<file path="config.mk">
export PLATFORM = sky130hd
export DESIGN_NAME = camera_param_latch
export DESIGN_NICKNAME = d
export VERILOG_FILES = /design/src/rtl/camera_param_latch.sv
export SDC_FILE = /design/constraint.sdc
export NUM_CORES = 2
export LEC_CHECK = 0
export BUFFER_PORTS_ARGS = -buffer_cell sky130_fd_sc_hd__buf_4
export CORE_AREA = 10 10 291 293
export CTS_BUF_LIST = sky130_fd_sc_hd__clkbuf_4
export CTS_CLUSTER_DIAMETER = 80
export DETAILED_ROUTE_END_ITERATION = 12
export DIE_AREA = 0 0 301 303
export GPL_ROUTABILITY_DRIVEN = 0
export MAX_ROUTING_LAYER = met4
export PLACE_DENSITY_LB_ADDON = 0.1
export SLEW_MARGIN = 20
export SYNTH_ARGS = -nofsm -noshare
export SYNTH_HDL_FRONTEND = slang
export SYNTH_SLANG_ARGS = --single-unit
</file>
<file path="constraint.sdc">
create_clock -name clk -period 2.6 [get_ports clk]
set_input_delay 0.52 -clock clk [delete_from_list [all_inputs] [get_ports clk]]
set_output_delay 0.52 -clock clk [all_outputs]
set_load 0.01 [all_outputs]
</file>
<file path="src/rtl/camera_param_latch.sv">
`default_nettype none
// ============================================================================
// Module   : camera_param_latch
// Brief    : Debounces the 12 HPS camera words and commits a coherent
//            snapshot to the raymarcher only on frame_start. Optional
//            commit/drop statistics are enabled with CAM_UPDATE_STATS_EN.
// Revision : 1.0 - initial release
// ============================================================================
module camera_param_latch #(
    parameter int                DATA_W        = 32,
    parameter int                STABLE_CYCLES = 16,
    parameter int                CNT_W         = 5,
    parameter logic [DATA_W-1:0] FIX_ONE       = DATA_W'(32'h0001_0000)
) (
    input  logic                clk,
    input  logic                reset,
    input  logic [3*DATA_W-1:0] eye_in,
    input  logic [9*DATA_W-1:0] lookat_in,
    input  logic                frame_start,
    output logic [3*DATA_W-1:0] eye_out,
    output logic [9*DATA_W-1:0] lookat_out,
    output logic                params_valid,
    output logic                param_update,
`ifdef CAM_UPDATE_STATS_EN
    output logic [15:0]         commit_count,
    output logic [15:0]         drop_count,
`endif
    output logic                pending
);

    localparam int               EYE_W     = 3 * DATA_W;
    localparam int               ALL_W     = 12 * DATA_W;
    localparam logic [CNT_W-1:0] C_CNT_MAX = CNT_W'(STABLE_CYCLES - 1);

    localparam logic [1:0] S_IDLE    = 2'd0;
    localparam logic [1:0] S_SETTLE  = 2'd1;
    localparam logic [1:0] S_PENDING = 2'd2;

    logic [ALL_W-1:0]    w_in;
    logic                w_change;
    logic [9*DATA_W-1:0] w_identity;
    logic [ALL_W-1:0]    r_snap;
    logic [ALL_W-1:0]    r_shadow;
    logic [CNT_W-1:0]    r_cnt;
    logic [1:0]          r_state;
    logic [1:0]          w_state_next;
    logic                w_capture;
    logic                w_commit;

    assign w_in     = {lookat_in, eye_in};
    assign w_change = (w_in != r_snap);
    assign pending  = (r_state == S_PENDING);

    // Row-major 3x3: diagonal elements sit at word indices 0, 4 and 8.
    for (genvar g = 0; g < 9; g++) begin : g_identity
        assign w_identity[g*DATA_W +: DATA_W] = (g % 4 == 0) ? FIX_ONE : '0;
    end

    always_comb begin
        w_state_next = r_state;
        w_capture    = 1'b0;
        w_commit     = 1'b0;
        case (r_state)
            S_IDLE: begin
                if (w_change) w_state_next = S_SETTLE;
            end
            S_SETTLE: begin
                if (!w_change && (r_cnt == C_CNT_MAX)) begin
                    w_capture    = 1'b1;
                    w_state_next = S_PENDING;
                end
            end
            S_PENDING: begin
                // A stable shadow is committed even if the inputs move this cycle.
                if (frame_start) begin
                    w_commit     = 1'b1;
                    w_state_next = w_change ? S_SETTLE : S_IDLE;
                end else if (w_change) begin
                    w_state_next = S_SETTLE;
                end
            end
            default: w_state_next = S_SETTLE;
        endcase
    end

    always_ff @(posedge clk) begin
        if (reset) begin
            r_snap       <= '0;
            r_shadow     <= '0;
            r_cnt        <= '0;
            r_state      <= S_SETTLE;
            eye_out      <= '0;
            lookat_out   <= w_identity;
            params_valid <= 1'b0;
            param_update <= 1'b0;
        end else begin
            r_snap       <= w_in;
            r_state      <= w_state_next;
            param_update <= w_commit;
            if (w_change)
                r_cnt <= '0;
            else if (r_cnt < C_CNT_MAX)
                r_cnt <= r_cnt + 1'b1;
            if (w_capture)
                r_shadow <= w_in;
            if (w_commit) begin
                eye_out      <= r_shadow[EYE_W-1:0];
                lookat_out   <= r_shadow[ALL_W-1:EYE_W];
                params_valid <= 1'b1;
            end
        end
    end

`ifdef CAM_UPDATE_STATS_EN
    logic w_drop;
    assign w_drop = (r_state == S_PENDING) && !frame_start && w_change;

    always_ff @(posedge clk) begin
        if (reset) begin
            commit_count <= '0;
            drop_count   <= '0;
        end else begin
            if (w_commit) commit_count <= commit_count + 16'd1;
            if (w_drop)   drop_count   <= drop_count + 16'd1;
        end
    end
`endif

endmodule
`default_nettype wire

</file>
==> impl_results.md <==
- Worst Path Buf+Inv: 4
- Number of routed nets with antenna violations: 0
- Share of cells above drive strength 1: 0.3299
- Max Slew Vio Count: 0
- Crit path kind: register to register
- Placed instance area: 51,600 µm²
- Reg2reg setup slack: -0.40 ns
- Number of port buffers: 773
- Fill count: 5,456
- Skew-Pair Late Insertion Delay: 1.19 ns
- Grt total ovfl: 0
- Number of global-route vias before repair: 37,350
- Clock skew: 0.1360 ns
- Initial core utilization: 0.5441
- Die Height: 303 µm
- P&R area growth vs syn: 41.44%
- Core area: 78,610 µm²
- Min Tclk post-route: 3.000 ns
- Worst-margin pin slew: 0.6549 ns
- Most frequent cells in the layout: dfxtp_1 (1,157), buf_4 (1,049), nor2b_1 (769), nand2_1 (769), dlygate4sd3_1 (442)
- Design area: 60,500 µm²
- Fmax: 0.3333 GHz
- First-pass GRT wire length: 240,500 µm
- Hold WS: 0.1659 ns
- Maximum fanout along the worst path: 9
- Initial antenna violation count: 54
- Fin util: 0.7696
- Crit-path leading delay family: simple AND/OR/NAND/NOR gates
- Setup TNS: -120.35 ns
- Top cells by area, synth: dfxtp_1 (54%), nor2b_1 (11%), mux2_2 (10%)
- DR pass1 iterations: 8
- Critical Path Source: r_snap[0]
- Largest net degree at the start of global routing: 116
- Worst Hold Depth: 3
- Post-synth top flop: dfxtp_1
- Avg Cell Area, Syn: 10.02 µm²
- Commonest non-fill, non-tap cell in the layout: dfxtp_1
- Reg2reg path depth: 11
- PD cells: 615.3 nW/µm²
- CTS H-tree lvls: 5
- Routed length per instance: 23.68 µm
- WP data required: 3.59 ns
- Async S/R FF share, synth: 0
- Worst Hold Endpoint: r_snap[90]
- Max cap viols: 0
- Yosys top cell area share: 0.5434
- Core Rows: 103
- Reg2reg end: r_shadow[81]
- Rel. slew slack: 0.5603
- Biggest cell delay along the critical path: 0.44 ns
- Run status: finished with violations
- Mapped Cells: 4,268
- Routed WL: 169,500 µm
- DRC viols: 0
- Final Setup Violations: 389
- Vias post-DR: 36,960
- RR Startpoint: r_snap[0]
- Final hold viol count: 0
- Horiz. Die Dim: 301 µm
- Register area share after synthesis: 0.5434
- CTS Buf Count: 313
- Worst ir drop on vdd: 0.4424 mV
- Period utilisation layout: 1.154
- Final net count: 6,274
- All-Layer GR Usage: 0.3648
- Cell Area, Synth: 42,770 µm²
- FF+latch count, synth: 1,161
- Setup ws final: -0.4004 ns
- IO Pins: 774
- Initial DRC Count: 2,575
- CP cell instances: xnor2_1 -> nand4_1 -> nor4_2 -> nand4_1 -> nor4_2 -> buf_4 -> nand3_4 -> buf_12 -> clkbuf_16 -> clkbuf_16 -> mux2_2
- CTS root buffer: clkbuf_4
- Yosys warning total: 0
- Critical-path top delay cell: nor4_2
- Vias per cell: 5.165
- CP Capture Type: register
- Violations in the final reports: negative setup slack
- Final HPWL DP: 124,900 µm
- Clock Path Buffers: 4
- Pleak: 25.18 nW
- CP startpoint kind: register
- Largest area contributor in the synthesized netlist: dfxtp_1
- RSZ-0062 raised after global routing: true
- Clock transition at path regs: 0.07 ns
- DIE AREA: 91,200 µm²
- CTS tree: yes
- Number of synthesized flops with an enable pin: 0
- Post-Syn Nets: 4,657
- Worst min path class: primary input to register
- # clock sinks: 1,161
- Crit path DAT: 3.99 ns
- Post-synthesis cell type count: 24
- Min-delay src: eye_in[90]
cell type report:
cell class | count | area (µm²) | share of cell area
diodes | 61 | 152.6 | 0.002523
clock buffers | 439 | 3296 | 0.05448
clock inverters | 36 | 232.7 | 0.003847
inverters | 4 | 15.01 | 0.0002482
multi-input cells | 2848 | 18590 | 0.3074
flip-flops and latches | 1161 | 23250 | 0.3843
well taps | 1050 | 1314 | 0.02172
repair buffers | 1557 | 13650 | 0.2256
state kept, by name, indices dropped and copies added (netlist names):
| signal | cells |
|---|---|
| eye_out | 96 |
| params_valid | 1 |
| lookat_out | 288 |
| r_state | 2 |
| r_snap | 384 |
| param_update | 1 |
| r_shadow | 384 |
| r_cnt | 5 |
how the worst max path moves through the flow:
stage,cells after the start,to,slack (ns)
after floorplan,9,r_shadow[100],0.22
after global placement,11,r_shadow[353],-1.12
after detailed placement,11,r_shadow[18],-1.11
after CTS,11,r_shadow[24],-0.34
after global routing,13,r_shadow[2],-0.46
final,11,r_shadow[81],-0.40
power by group:
group	leakage [nW]	switching (mW)	internal [mW]	total, mW
Sequential	9.46	0.147	18.1	18.3
Combinational	13.6	1.79	1.89	3.69
Clock	2.13	7.34	7.94	15.3
Total	25.2	9.28	27.9	37.2
worst min-delay path: stages:
cell	delay, ns
dlygate4sd3_1	0.53
buf_4	0.11
nor2b_1	0.15
per-layer routing:
| layer | GRT usage | routed length (µm) | vias up |
|---|---|---|---|
| li1 | - | - | 17270 |
| met1 | 0.4173 | 66390 | 17810 |
| met2 | 0.5789 | 80700 | 1524 |
| met3 | 0.1034 | 13630 | 361 |
| met4 | 0.1906 | 8770 | 0 |
| met5 | - | 0 | - |
per-stage QoR:
step / worst slack, ns / std cells / total power [mW]
6_report: -0.4004 / 7156 / 37.22
5_1_grt: -0.4613 / 7146 / 38.55
4_1_cts: -0.3358 / 7071 / 37.28
3_5_place_dp: -1.115 / 6154 / 21.57
3_3_place_gp: -1.124 / 6154 / 21.55
2_1_floorplan: 0.2209 / 4268 / 19.65
kinds of logic after synthesis:
family | Yosys count | share of synthesized area
AO/OA/AOI/OAI | 384 | 0.04505
XOR/XNOR | 385 | 0.07884
adder cells (fa/ha/maj) | 2 | 0.0005850
buffers and inverters | 259 | 0.02916
flip-flops | 1161 | 0.5434
multiplexers | 385 | 0.1013
AND/OR/NAND/NOR | 1692 | 0.2016
Yosys cell counts, types with 7 or more instances:
library cell / n
a21oi_1: 382
nor2_1: 17
clkbuf_1: 208
dfxtp_1: 1161
xnor2_1: 384
buf_1: 7
buf_6: 36
nand4_1: 102
mux2_2: 384
nor4_1: 24
nand2_1: 770
nor2b_1: 769
timing repair:
item | 4_1_cts | 5_1_grt
endpoints found under the hold margin | 846 | 0
gates cloned | 0 | 15
hold buffers | 442 | 0
pin swaps | 6 | 2
setup endpoints to repair | 391 | 391
gates resized for setup | 19 | 39
buffers inserted | 0 | 11
Power figures use the tool's default switching activity.
